File: src/rtl/pixel_scan_sequencer_pkg.sv
// -----------------------------------------------------------------------------
// pixel_scan_sequencer_pkg
// Shared definitions for the pixel scan sequencer and its index tracker:
//   - FSM state encodings (IDLE, START, SETTLE, REQ, ADVANCE, DONE)
//   - state register width
//   - indexWidth(): bit width needed to index a row or column of the matrix
// -----------------------------------------------------------------------------
package pixel_scan_sequencer_pkg;

   localparam int STATE_WIDTH = 3;

   localparam logic [2:0] STATE_IDLE    = 3'd0;
   localparam logic [2:0] STATE_START   = 3'd1;
   localparam logic [2:0] STATE_SETTLE  = 3'd2;
   localparam logic [2:0] STATE_REQ     = 3'd3;
   localparam logic [2:0] STATE_ADVANCE = 3'd4;
   localparam logic [2:0] STATE_DONE    = 3'd5;

   // A single-entry dimension still needs a one-bit index port.
   function automatic int indexWidth(input int length);
      return (length > 1) ? $clog2(length) : 1;
   endfunction

endpackage

File: src/rtl/pixel_scan_index_tracker.sv
// -----------------------------------------------------------------------------
// pixel_scan_index_tracker
// Mirrors the scanner's row/column position and counts completed frames.
// Column runs fastest, then row; the frame counter steps when the last pixel
// of the matrix is advanced past and wraps modulo 2^FRAME_WIDTH.
// Ports:
//   clock_i           in   clock, rising edge
//   reset_i           in   synchronous reset, active-high
//   clear_i           in   zero row, col and frame count (new scan)
//   advance_i         in   step to the next pixel
//   row_o / col_o     out  current pixel index
//   last_pixel_o      out  current pixel is (ROW_LENGTH-1, COLUMN_LENGTH-1)
//   frame_cnt_o       out  frames completed since the last clear
//   frame_cnt_next_o  out  frame count after the current frame completes
// -----------------------------------------------------------------------------
module pixel_scan_index_tracker
   import pixel_scan_sequencer_pkg::*;
#(
   parameter int ROW_LENGTH    = 32,
   parameter int COLUMN_LENGTH = 8,
   parameter int FRAME_WIDTH   = 16
) (
   input  logic                                 clock_i,
   input  logic                                 reset_i,
   input  logic                                 clear_i,
   input  logic                                 advance_i,
   output logic [indexWidth(ROW_LENGTH)-1:0]    row_o,
   output logic [indexWidth(COLUMN_LENGTH)-1:0] col_o,
   output logic                                 last_pixel_o,
   output logic [FRAME_WIDTH-1:0]               frame_cnt_o,
   output logic [FRAME_WIDTH-1:0]               frame_cnt_next_o
);

   localparam int RW = indexWidth(ROW_LENGTH);
   localparam int CW = indexWidth(COLUMN_LENGTH);
   localparam logic [RW-1:0] ROW_LAST = RW'(ROW_LENGTH - 1);
   localparam logic [CW-1:0] COL_LAST = CW'(COLUMN_LENGTH - 1);

   logic [RW-1:0]          row_q, row_d;
   logic [CW-1:0]          col_q, col_d;
   logic [FRAME_WIDTH-1:0] frameCnt_q, frameCnt_d;
   logic                   rowLast, colLast;

   assign rowLast = (row_q == ROW_LAST);
   assign colLast = (col_q == COL_LAST);

   always_comb begin
      row_d      = row_q;
      col_d      = col_q;
      frameCnt_d = frameCnt_q;
      if (clear_i) begin
         row_d      = '0;
         col_d      = '0;
         frameCnt_d = '0;
      end else if (advance_i) begin
         if (colLast) begin
            col_d = '0;
            if (rowLast) begin
               row_d      = '0;
               frameCnt_d = frameCnt_q + FRAME_WIDTH'(1);
            end else begin
               row_d = row_q + RW'(1);
            end
         end else begin
            col_d = col_q + CW'(1);
         end
      end
   end

   always_ff @(posedge clock_i) begin
      if (reset_i) begin
         row_q      <= '0;
         col_q      <= '0;
         frameCnt_q <= '0;
      end else begin
         row_q      <= row_d;
         col_q      <= col_d;
         frameCnt_q <= frameCnt_d;
      end
   end

   assign row_o            = row_q;
   assign col_o            = col_q;
   assign last_pixel_o     = rowLast && colLast;
   assign frame_cnt_o      = frameCnt_q;
   assign frame_cnt_next_o = frameCnt_q + FRAME_WIDTH'(1);

endmodule

File: src/rtl/pixel_scan_sequencer.sv
// -----------------------------------------------------------------------------
// pixel_scan_sequencer
// Drives the pixel digital-scan chain: start pulse, per-pixel dwell, readout
// request/handshake, then one speak (advance) pulse per pixel. Counts frames
// and stops after the programmed number (0 = run until aborted).
// Ports:
//   clock_i, reset_i       clock and synchronous active-high reset
//   cmd_start_i            start request (IDLE only); latches dwell_i, frames_i
//   cmd_abort_i            return to IDLE from any state, indices hold
//   dwell_i                settle cycles per pixel minus one
//   frames_i               frames to scan, 0 = continuous
//   rd_ready_i             readout accepts the current pixel
//   scan_start_o           one-cycle pulse to the scanner's start_i
//   scan_speak_o           one-cycle pulse to the scanner's speak_i
//   rd_valid_o             pixel settled, readout requested
//   rd_row_o / rd_col_o    index of the current pixel
//   frame_cnt_o            frames completed since the last start
//   busy_o                 high outside IDLE
//   done_o                 one-cycle pulse when the programmed frames complete
// All outputs decode from registered state only.
// -----------------------------------------------------------------------------
module pixel_scan_sequencer
   import pixel_scan_sequencer_pkg::*;
#(
   parameter int ROW_LENGTH    = 32,
   parameter int COLUMN_LENGTH = 8,
   parameter int DWELL_WIDTH   = 8,
   parameter int FRAME_WIDTH   = 16
) (
   input  logic                                 clock_i,
   input  logic                                 reset_i,
   input  logic                                 cmd_start_i,
   input  logic                                 cmd_abort_i,
   input  logic [DWELL_WIDTH-1:0]               dwell_i,
   input  logic [FRAME_WIDTH-1:0]               frames_i,
   input  logic                                 rd_ready_i,
   output logic                                 scan_start_o,
   output logic                                 scan_speak_o,
   output logic                                 rd_valid_o,
   output logic [indexWidth(ROW_LENGTH)-1:0]    rd_row_o,
   output logic [indexWidth(COLUMN_LENGTH)-1:0] rd_col_o,
   output logic [FRAME_WIDTH-1:0]               frame_cnt_o,
   output logic                                 busy_o,
   output logic                                 done_o
);

   logic [STATE_WIDTH-1:0] state_q, state_d;
   logic [DWELL_WIDTH-1:0] dwellCnt_q, dwellCnt_d;
   logic [DWELL_WIDTH-1:0] dwell_q, dwell_d;
   logic [FRAME_WIDTH-1:0] frames_q, frames_d;
   logic [FRAME_WIDTH-1:0] frameCntNext;
   logic                   lastPixel;
   logic                   startAccept;
   logic                   advance;

   assign startAccept = (state_q == STATE_IDLE) && cmd_start_i && !cmd_abort_i;
   // An abort landing on the ADVANCE cycle leaves the mirror where it was.
   assign advance     = (state_q == STATE_ADVANCE) && !cmd_abort_i;

   pixel_scan_index_tracker #(
      .ROW_LENGTH    (ROW_LENGTH),
      .COLUMN_LENGTH (COLUMN_LENGTH),
      .FRAME_WIDTH   (FRAME_WIDTH)
   ) u_tracker (
      .clock_i          (clock_i),
      .reset_i          (reset_i),
      .clear_i          (startAccept),
      .advance_i        (advance),
      .row_o            (rd_row_o),
      .col_o            (rd_col_o),
      .last_pixel_o     (lastPixel),
      .frame_cnt_o      (frame_cnt_o),
      .frame_cnt_next_o (frameCntNext)
   );

   // The dwell counter is zeroed on every path into SETTLE (from START and
   // ADVANCE), so SETTLE always lasts exactly dwell_q+1 cycles.
   always_comb begin
      state_d    = state_q;
      dwellCnt_d = dwellCnt_q;
      dwell_d    = dwell_q;
      frames_d   = frames_q;
      case (state_q)
         STATE_IDLE: begin
            if (startAccept) begin
               state_d  = STATE_START;
               dwell_d  = dwell_i;
               frames_d = frames_i;
            end
         end
         STATE_START: begin
            state_d    = STATE_SETTLE;
            dwellCnt_d = '0;
         end
         STATE_SETTLE: begin
            if (dwellCnt_q == dwell_q) begin
               state_d = STATE_REQ;
            end else begin
               dwellCnt_d = dwellCnt_q + DWELL_WIDTH'(1);
            end
         end
         STATE_REQ: begin
            if (rd_ready_i) begin
               state_d = STATE_ADVANCE;
            end
         end
         STATE_ADVANCE: begin
            dwellCnt_d = '0;
            if (lastPixel && (frames_q != '0) && (frameCntNext == frames_q)) begin
               state_d = STATE_DONE;
            end else begin
               state_d = STATE_SETTLE;
            end
         end
         STATE_DONE: begin
            state_d = STATE_IDLE;
         end
         default: begin
            state_d = STATE_IDLE;
         end
      endcase
      if ((state_q != STATE_IDLE) && cmd_abort_i) begin
         state_d = STATE_IDLE;
      end
   end

   always_ff @(posedge clock_i) begin
      if (reset_i) begin
         state_q    <= STATE_IDLE;
         dwellCnt_q <= '0;
         dwell_q    <= '0;
         frames_q   <= '0;
      end else begin
         state_q    <= state_d;
         dwellCnt_q <= dwellCnt_d;
         dwell_q    <= dwell_d;
         frames_q   <= frames_d;
      end
   end

   assign scan_start_o = (state_q == STATE_START);
   assign scan_speak_o = (state_q == STATE_ADVANCE);
   assign rd_valid_o   = (state_q == STATE_REQ);
   assign busy_o       = (state_q != STATE_IDLE);
   assign done_o       = (state_q == STATE_DONE);

endmodule

File: config.mk
export PLATFORM = sky130hd
export DESIGN_NAME = pixel_scan_sequencer
export DESIGN_NICKNAME = d
export VERILOG_FILES = /design/src/rtl/pixel_scan_sequencer_pkg.sv /design/src/rtl/pixel_scan_index_tracker.sv /design/src/rtl/pixel_scan_sequencer.sv
export SDC_FILE = /design/constraint.sdc
export NUM_CORES = 1
export LEC_CHECK = 0
export CAP_MARGIN = 15
export CORE_AREA = 2 2 78 80
export CTS_CLUSTER_SIZE = 14
export DETAILED_ROUTE_END_ITERATION = 16
export DIE_AREA = 0 0 80 82
export GPL_ROUTABILITY_DRIVEN = 0
export PLACE_DENSITY_LB_ADDON = 0.3
export SYNTH_ARGS = -nofsm -noshare
export SYNTH_HDL_FRONTEND = slang
export SYNTH_SLANG_ARGS = --single-unit
File: constraint.sdc
create_clock -name clock_i -period 6.14 [get_ports clock_i]
set_clock_uncertainty 0.1 [all_clocks]
set_input_delay 0.921 -clock clock_i [delete_from_list [all_inputs] [get_ports clock_i]]
set_output_delay 0.921 -clock clock_i [all_outputs]
set_load 0.005 [all_outputs]
# Yosys cells after proc, flatten, opt, wreduce, memory -nomap -nowiden
# Cells that the tools add are included.
# word_totals
reg_bits,59
inputBits,29
# op_classes
eq_ne,13
addsub,4
reduce_logical,20
mux,9
# ops
op,count
"adder 16 x 1 -> 16 bit, second input constant",1
equality test 16 bit,1
one-hot mux 8 bit (2 select lines),1
nonzero test 16 bit,1
two-way mux 3 bit,5
one-hot mux 3 bit (5 select lines),1
"equality test 3 bit, second input constant",3
"adder 8 x 1 -> 8 bit, second input constant",1
equality test 8 bit,1
two-way mux 8 bit,1
"!= test 2 bit, second input constant",4
logical AND 1 bit,7
"equality test 3 x 2 -> 1 bit, second input constant",2
AND reduction 2 bit,3
AND reduction 3 bit,2
OR reduction 2 bit,3
"adder 5 x 1 -> 5 bit, second input constant",1
"equality test 5 bit, second input constant",1
two-way mux 5 bit,1
"adder 3 x 1 -> 3 bit, second input constant",1
"equality test 3 x 1 -> 1 bit, second input constant",1
logical NOT 3 bit,1
nonzero test 3 bit,1
nonzero test 2 bit,1
logical NOT 1 bit,1

# Longest topological paths before layout
# Gate-level depths: netlist (run 1).
# depth
word_depth,6
depth_mapped,8
ltp_nobuf,8

# Hierarchy
# A second synthesis (run 1) with hierarchy kept.
# hier_totals
hier_cells,387
area_unflattened_um2,3178.0
# by_module_without_submodules
mod,n_inst,seq_area_each_um2,area_each_um2,cells_per_inst
pixel_scan_sequencer,1,700.7,1835.5,224
pixel_scan_index_tracker,1,480.5,1342.5,163

# Least setup slack after synthesis (run 1)
# No wires, ideal clock.
# synth_path
path_kind,input-to-reg
from,input cmd_abort_i
to,"register u_tracker.frameCnt_q[5], in the netlist u_tracker.frame_cnt_o[5]"
path_stages,5
setup_time_ns,0.115
arrival_ns,2.159
setup_slack_ns,3.766
path_cell_list,nor4b_4 nand3_4 or3_1 xor2_1 nor2_2
# synth_via
elab_chain_len,3
# synth_rtl
item,line_no,text
start: declaration,pixel_scan_sequencer.sv:33,"input logic cmd_abort_i,"
logical NOT 1 bit *,"pixel_scan_sequencer.sv:56, pixel_scan_sequencer.sv:58",
logical AND 1 bit (on tied branches),"pixel_scan_sequencer.sv:58, pixel_scan_sequencer.sv:56",
AND reduction 3 bit (no source line) / OR reduction 2 bit (equally long branches),--,
end signal: assignment,pixel_scan_index_tracker.sv:78,frameCnt_q <= frameCnt_d;
end: declaration,pixel_scan_index_tracker.sv:41,"logic [FRAME_WIDTH-1:0] frameCnt_q, frameCnt_d;"
# Mark *: on every way between the ends. The rest lies on a longest branch, timed or not.
# A chain may end at the register's enable or synchronous reset.

# Worst setup path in the final report (run 1)
# layout_path
from,input cmd_abort_i
to,"register u_tracker.row_q[0], in the netlist u_tracker.row_o[0]"
# layout_via
elab_chain_len,3
# layout_rtl
item,line_no,text
logical NOT 1 bit *,"pixel_scan_sequencer.sv:56, pixel_scan_sequencer.sv:58",
logical AND 1 bit (on tied branches),"pixel_scan_sequencer.sv:58, pixel_scan_sequencer.sv:56",
AND reduction 2 bit (no source line) / OR reduction 2 bit (equally long branches),--,
end signal: assignment,pixel_scan_index_tracker.sv:76,row_q <= row_d;
end: declaration,pixel_scan_index_tracker.sv:39,"logic [RW-1:0] row_q, row_d;"
# Marks and branches as above.

==> impl_metrics.env, run 1 <==
export IMPL_netlist_instances=383
export IMPL_cp_arrival_ns=3.23
export IMPL_htreeDepth=3
export IMPL_met2_usage_pct=36.83
export IMPL_drc=0
export IMPL_required_ns=6.29
export IMPL_syn_nets=418
export IMPL_min_period_ns=3.078
export IMPL_use_met3_pct=3.736
export IMPL_hold_viol=0
export IMPL_grt_pass1_wl_mm=11.45
export IMPL_grt_overflow_total=0
export IMPL_cts_sinks=59
export IMPL_area_growth_pct=22.70
export IMPL_avgRoutedWirePerCell_um=13.57
export IMPL_synthDistinctLibCells=44
export IMPL_dr_pass1_iters=4
export IMPL_drtAntennaViolNets=0
export IMPL_nets=466
export IMPL_avgSynthCellArea_um2=8.203
export IMPL_pwr_density_cell_mw_per_mm2=195.1
export IMPL_synth_edf_count=0
export IMPL_worstMarginPinSlew_ns=0.9694
export IMPL_setup_slack_ns=3.062
export IMPL_core_mm2=0.005746
export IMPL_hold_path_class="register to register"
export IMPL_fp_dieH_um=82
export IMPL_n_fill_cell=484
export IMPL_diodes=0
export IMPL_post_cts_buffers=0
export IMPL_syn_area_mm2=0.003142
export IMPL_grtUsageTotal_pct=22.32
export IMPL_grt_max_degree=33
export IMPL_path_clk_slew_ns=0.06
export IMPL_die_area_mm2=0.006560
export IMPL_wl_mm=6.905
export IMPL_ctsResizeCount=0
export IMPL_timing_final_crit_share_pct=50.14
export IMPL_ys_seq_area_share_pct=37.59
export IMPL_path_class="input port to register"
export IMPL_cts_root_buffer="clkbuf_8"
export IMPL_viasPerCell=5.523
export IMPL_dp_cells=495
export IMPL_ir_worst_vdd_v=0.0001264
export IMPL_dpl_worst_slack_ns=2.624
export IMPL_p_leak_nw=1.370
export IMPL_grt_pass1_vias=2589
export IMPL_dp_hpwl_mm=5.152
export IMPL_crit_path_max_fanout=25
export IMPL_multiInputGateArea_mm2=0.001848
export IMPL_tns_ns=0
export IMPL_final_util_pct=67.09
export IMPL_ctsHoldBuffers=0
export IMPL_cp_start_kind="input port"
export IMPL_setup_viol=0
export IMPL_ys_flop_type="dfxtp_1"
export IMPL_use_met1_pct=27.65
export IMPL_port_buffers=57
export IMPL_layoutNonFillerInstCount=509
export IMPL_die_x_um=80
export IMPL_slew_violations=0
export IMPL_critPathCaptureType="register"
export IMPL_vias=2811
export IMPL_drive_gt1_share_pct=4.378
export IMPL_synth_seq_cells=59
export IMPL_max_freq_mhz=324.8
export IMPL_cts_tree="done"
export IMPL_maxCapViolations=0
export IMPL_numCtsBuffers=9
export IMPL_status="finished clean"
export IMPL_clock_path_buffers=2
export IMPL_antenna_found_initial=0
export IMPL_busiest_layer="met2"
export IMPL_async_flop_share_pct=0
export IMPL_seqCellArea_mm2=0.001181
export IMPL_pin_count=58
export IMPL_clock_latency_ns=0.33
export IMPL_num_rows=28
export IMPL_start_util_pct=54.68
export IMPL_relSlewSlack_pct=35.37
export IMPL_drt_iter0_markers=131
export IMPL_ys_warn_count=0
export IMPL_rsz0062_at_grt="false"
registers in the layout, indices dropped and copies added, names as in the netlist:
| signal | flops |
|---|---|
| dwell_q | 8 |
| dwellCnt_q | 8 |
| frames_q | 16 |
| u_tracker.frame_cnt_o | 16 |
| u_tracker.row_o | 5 |
| state_q | 3 |
| u_tracker.col_o | 3 |
cells by family after synthesis:
group | after synthesis | synth area share (%)
compound gates | 52 | 9.877
xor+xnor | 53 | 14.78
fa+ha+maj | 6 | 2.389
buf+inv | 23 | 3.743
flops | 59 | 37.59
mux | 7 | 2.230
simple gates | 183 | 29.39
final cells by class:
cell class,count,area share [%]
clock buffers,14,3.700
inverters,1,0.09737
multi-input cells,301,47.94
flip-flops and latches,59,30.64
well taps,75,2.434
repair buffers,59,15.19
worst max-delay path: stages:
cell	delay [ns]
clkdlybuf4s50_1	0.59
or3b_1	0.65
nand2b_1	0.72
nor3_1	0.34
where the power goes:
group          switching, mW  internal, mW  total (mW)
Sequential           0.00942         0.391       0.401
Combinational         0.0340        0.0380      0.0720
Clock                  0.137         0.143       0.279
Total                  0.180         0.572       0.752
layout by cell type, fill, tap and decap left out, types with 2 or more instances in the layout:
cell type        count
o211a_1              2
xor2_1              28
nor3b_1              2
and2_1               3
clkdlybuf4s50_1     57
and4_1               5
o21ai_0              3
nand2b_1             5
buf_4                2
ha_1                 6
and3_1               6
or3_1                4
nor2_1              40
nand3_1             15
o21a_1               2
nand4_1              7
nand2_1             68
dfxtp_1             59
xnor2_1             25
nor2_2               2
nand4b_1             2
a21oi_1             34
nor4_1               9
o2111ai_1            3
o211ai_1             3
mux2i_1              7
nor3_1               5
clkbuf_1             5
clkbuf_8             9
cells in the mapped netlist (6+ instances only):
cell type  number  area, µm²
nor4_1          9      56.30
and3_1          6      37.54
nand4_1         7      43.79
a21oi_1        34      170.2
xor2_1         28      245.2
mux2i_1         7      70.07
nand2_1        68      255.2
clkbuf_1        8      30.03
nor2_1         40      150.1
nand3_1        15      75.07
xnor2_1        25      219.0
buf_2          10      50.05
ha_1            6      75.07
dfxtp_1        59       1181
final timing paths:
path / start / endpoint / slack, ns / cells past startpoint
worst max register to register: state_q[1] / u_tracker.row_o[3] / 3.29 / 4
worst max-delay path: cmd_abort_i / u_tracker.row_o[0] / 3.06 / 4
worst min-delay path: dwell_q[7] / dwell_q[7] / 0.37 / 2
worst min register to register: dwell_q[7] / dwell_q[7] / 0.37 / 2
through the flow:
stage	cell area (µm²)	total power, mW	hold slack (ns)
after floorplan	3142	0.4512	0.3478
after global placement	3712	0.4793	0.3607
after detailed placement	3712	0.4814	0.3665
after CTS	3855	0.7563	0.3743
after global routing	3855	0.7822	0.3846
final	3855	0.7522	0.3734
layer usage:
metal / part of all wire, % / vias to the layer above
met1: 43 / 1305
li1: - / 1413
met4: 2.9 / 0
met3: 4.4 / 17
met2: 50 / 76
met5: 0 / -
No activity file was read; power rests on OpenSTA's default activity.
==> inputs of run 2 (changes only) <==
--- a/config.mk
+++ b/config.mk
@@ -6,10 +6,10 @@
 export NUM_CORES = 1
 export LEC_CHECK = 0
 export CAP_MARGIN = 15
-export CORE_AREA = 2 2 78 80
+export CORE_AREA = 2 2 81 83
 export CTS_CLUSTER_SIZE = 14
 export DETAILED_ROUTE_END_ITERATION = 16
-export DIE_AREA = 0 0 80 82
+export DIE_AREA = 0 0 83 85
 export GPL_ROUTABILITY_DRIVEN = 0
 export PLACE_DENSITY_LB_ADDON = 0.3
 export SYNTH_ARGS = -nofsm -noshare
==> constraint.sdc (replaced) <==
create_clock -name clock_i -period 3.03 [get_ports clock_i]
set_clock_uncertainty 0.1 [all_clocks]
set_input_delay 0.4545 -clock clock_i [delete_from_list [all_inputs] [get_ports clock_i]]
set_output_delay 0.4545 -clock clock_i [all_outputs]
set_load 0.005 [all_outputs]
==> run 2 against run 1 <==
- die area rose by 7.5%
- sequential cell count did not move
- power rose by 120%
==> impl_metrics.env, run 2 (synthesized netlist as in run 1, its figures left out) <==
export IMPL_hold_path_class="register to register"
export IMPL_r2r_start="u_tracker.frame_cnt_o[0]"
export IMPL_final_common_cell="nand2_1"
export IMPL_antenna_found_initial=0
export IMPL_viasPerCell=5.450
export IMPL_ctsResizeCount=0
export IMPL_min_period_ns=2.454
export IMPL_setup_viol=0
export IMPL_maxCapViolations=0
export IMPL_cts_tree="done"
export IMPL_dp_hpwl_mm=5.171
export IMPL_crit_slowest_cell="dfxtp_1"
export IMPL_hold_path_end="dwell_q[4]"
export IMPL_avgRoutedWirePerCell_um=13.76
export IMPL_cts_root_buffer="clkbuf_8"
export IMPL_power_frac_clock_pct=42.5
export IMPL_clock_latency_ns=0.34
export IMPL_path_class="register to register"
export IMPL_wl_mm=7.102
export IMPL_grtUsageTotal_pct=20.83
export IMPL_numCtsBuffers=9
export IMPL_port_buffers=57
export IMPL_cp_start_kind="register"
export IMPL_post_cts_buffers=0
export IMPL_core_mm2=0.006205
export IMPL_num_rows=29
export IMPL_dr_pass1_iters=4
export IMPL_p_comb_share_pct=9.0
export IMPL_diodes=0
export IMPL_r2r_slack_ns=0.58
export IMPL_mostFrequentLayoutCells="68 x nand2_1, 59 x dfxtp_1, 57 x clkdlybuf4s50_1, 40 x nor2_1, 34 x a21oi_1"
export IMPL_p_switching_mw=0.4036
export IMPL_p_leak_nw=1.413
export IMPL_max_freq_mhz=407.6
export IMPL_cp_arrival_ns=2.59
export IMPL_grt_pass1_vias=2723
export IMPL_worstHoldStart="dwell_q[4]"
export IMPL_power_mw=1.673
export IMPL_design_area_mm2=0.003931
export IMPL_pwr_density_cell_mw_per_mm2=425.6
export IMPL_hold_viol=0
export IMPL_critPathCaptureType="register"
export IMPL_status="finished clean"
export IMPL_rr_worst_depth=7
export IMPL_whs_ns=0.3679
export IMPL_area_growth_pct=25.13
export IMPL_hold_depth=2
export IMPL_path_cells="ha_1, nand4_1, nor4_1, xnor2_1, a21oi_1, o2111ai_1, a31o_2"
export IMPL_ir_worst_vdd_v=0.0002517
export IMPL_timing_rr_end="state_q[1]"
export IMPL_fp_dieH_um=85
export IMPL_worst_path_buf_inv=0
export IMPL_rsz0062_at_grt="false"
export IMPL_path_clk_slew_ns=0.07
export IMPL_drt_iter0_markers=150
export IMPL_tns_ns=0
export IMPL_ctsHoldBuffers=0
export IMPL_grt_overflow_total=0
export IMPL_nets=469
export IMPL_die_area_mm2=0.007055
export IMPL_p_int_mw=1.270
export IMPL_timing_final_crit_share_pct=80.97
export IMPL_worst_path_largest_cell_delay_ns=0.45
export IMPL_worstMarginPinSlew_ns=0.6873
export IMPL_vias=2812
export IMPL_grt_max_degree=26
export IMPL_required_ns=3.17
export IMPL_crit_path_max_fanout=6
export IMPL_relSlewSlack_pct=54.18
export IMPL_cts_sinks=59
export IMPL_seq_power_share_pct=48.6
export IMPL_die_x_um=83
export IMPL_drc=0
export IMPL_grt_pass1_wl_mm=11.95
export IMPL_placed_area_mm2=0.003737
export IMPL_clock_path_buffers=2
export IMPL_drive_gt1_share_pct=6.378
export IMPL_drtAntennaViolNets=0
export IMPL_slew_violations=0
export IMPL_switching_share_pct=24.12
export IMPL_pin_count=58
export IMPL_htreeDepth=3
export IMPL_start_util_pct=50.64
export IMPL_critPathTopFamily="compound AO/OA/AOI/OAI gates"
run 2: worst max-delay path by stage:
stage	cells past startpoint	slack, ns	endpoint	from
after floorplan	6	0.89	state_q[1]	u_tracker.frame_cnt_o[0]
after global placement	7	0.60	u_tracker.frame_cnt_o[6]	cmd_abort_i
after detailed placement	7	0.54	u_tracker.frame_cnt_o[6]	cmd_abort_i
after CTS	7	0.59	state_q[1]	u_tracker.frame_cnt_o[0]
after global routing	7	0.37	state_q[1]	u_tracker.frame_cnt_o[0]
final	7	0.58	state_q[1]	u_tracker.frame_cnt_o[0]
run 2: worst reg2reg max path, cell delays in order (launching register included):
cell       delay, ns
dfxtp_1         0.45
ha_1            0.28
nand4_1         0.30
nor4_1          0.39
xnor2_1         0.11
a21oi_1         0.22
o2111ai_1       0.21
a31o_2          0.29
run 2: per-layer routing:
metal  GRT usage [%]  up-vias  share of wire (%)  wire, µm
met3           4.864       14                5.2       371
met1           24.02     1309                 44      3102
met2           35.78       72                 50      3518
met5               0        -                  0         0
met4           11.48        0                1.5       109
li1                -     1417                  -         -
run 2: area by class of cell:
cell class                 instances  area (µm²)
multi-input combinational        301        1848
clock inverter                     5       52.55
sequential                        59        1181
clock buffer                      11       141.4
inverter                           1       3.754
fill                             525        2273
timing repair buffer              62       608.1
tap                               77       96.34
run 2: power groups by stage:
stage,registers [mW],logic (mW),clock network [mW]
after floorplan,0.822,0.0925,0
after global placement,0.830,0.147,0
after detailed placement,0.830,0.149,0
after CTS,0.813,0.150,0.725
after global routing,0.815,0.166,0.751
final,0.813,0.150,0.710
run 2: metrics by stage:
step / utilization [%] / setup WS (ns) / std cells
6_report: 63.36 / 0.5765 / 516
3_5_place_dp: 60.23 / 0.5439 / 500
3_3_place_gp: 60.23 / 0.6013 / 500
4_1_cts: 63.36 / 0.5947 / 516
5_1_grt: 63.36 / 0.3659 / 516
2_1_floorplan: - / 0.8940 / 383
==> patch (config.mk and constraints of run 1) <==
`COLUMN_LENGTH` is set to 8 in 2 places; all go to 4.
--- a/src/rtl/pixel_scan_index_tracker.sv
+++ b/src/rtl/pixel_scan_index_tracker.sv
@@ -17,7 +17,7 @@
    import pixel_scan_sequencer_pkg::*;
 #(
    parameter int ROW_LENGTH    = 32,
-   parameter int COLUMN_LENGTH = 8,
+   parameter int COLUMN_LENGTH = 4,
    parameter int FRAME_WIDTH   = 16
 ) (
    input  logic                                 clock_i,
--- a/src/rtl/pixel_scan_sequencer.sv
+++ b/src/rtl/pixel_scan_sequencer.sv
@@ -23,7 +23,7 @@
    import pixel_scan_sequencer_pkg::*;
 #(
    parameter int ROW_LENGTH    = 32,
-   parameter int COLUMN_LENGTH = 8,
+   parameter int COLUMN_LENGTH = 4,
    parameter int DWELL_WIDTH   = 8,
    parameter int FRAME_WIDTH   = 16
 ) (
Ports: changed (resized rd_col_o); port bits go from 58 to 57. No check against the original RTL was run, so the function may have changed too.
==> patch against run 1 <==
  * Via count up 0.82%
  * Synthesized area is 2.2% higher
  * Power increased by 5.5%
  * Critical path depth up 3
  * Sequential cell count shrank 1
  * Cell area up 1.3%
  * Sequential power barely moved
  * Setup slack better by 0.23 ns
  * Routed wire length grew 2.1%
  * Final cell count is 0.39% lower
  * Non-clock buffer count stayed put
  * Highest routed layer unchanged
==> patch: results (changes against run 1) <==
[sta]
worstMarginPinSlew_ns = 0.845  ; -0.124 ns

[detailed_routing]
avgRoutedWirePerCell_um = 13.9  ; +2.5%

[yosys]
synthMuxAreaShare_pct = 1.60  ; -0.63 points
yosys-top-cells-area = dfxtp_1, nand2_1, xor2_1
synth_fa_ha_area_share_pct = 1.95  ; -0.44 points
syn_area_per_cell_sq_um = 8.34  ; +1.7%
synth_nets = 419  ; +0.24%
ys_types = 55  ; +25%

[outcome]
status = completed

[placed_design]
dp_hpwl_mm = 5.19  ; +0.83%
dp_cells = 491  ; -0.81%

[global_route]
grt_pass1_vias = 2590  ; +0.039%
met2_usage_pct = 36.8  ; -0.083 points
grt_max_degree = 30  ; -9.1%

[cells_and_area]
final_cells = 507  ; -0.39%
multiInputGateArea_sq_um = 1890  ; +2.5%
seqCellArea_sq_um = 1160  ; -1.7%
num-multi-input-gates = 297  ; -1.3%
nNetsFinal = 461  ; -1.1%
inv_count = 2  ; +1
clkbuf_count = 13  ; -1

[hold_path]
worstHoldEndpoint = dwell_q[5]

[setup_path]
endpoint = u_tracker.frame_cnt_o[9]
slowest_stage = nor4b_4
cp_max_fo = 8  ; -68%
r2r_cells = 7  ; +3
r2r_slack_ns = 3.38  ; +0.09 ns

[pwr]
vdd_ir_drop_max_mv = 0.184  ; +45%

[clocking]
cts.sinks = 58  ; -1.7%

## patch: cell types whose count changed after synthesis, sizes merged, moves of 3 or more
| cell | before | now |
|---|---|---|
| and2 | 3 | 0 |
| and4 | 5 | 1 |
| clkbuf | 8 | 12 |
| mux2i | 7 | 4 |
| nand2 | 68 | 72 |
| nand2b | 5 | 2 |
| nor2 | 42 | 34 |
| nor3 | 6 | 12 |
| o21ai | 3 | 7 |
## patch: worst max-delay path, delay by kind of cell
kind / cells / cell delay [ns]
and+or+nand+nor: 5 / 1.34
buffers and inverters: 1 / 0.52
xor gates and xnor gates: 1 / 0.16
## patch: report_power, final
part	internal [mW]	total (mW)	switching [mW]	leakage [nW]
registers	0.387	0.402	0.0146	0.470
clock network	0.156	0.294	0.138	0.0872
logic	0.0485	0.0976	0.0490	0.801
total	0.592	0.794	0.202	1.36
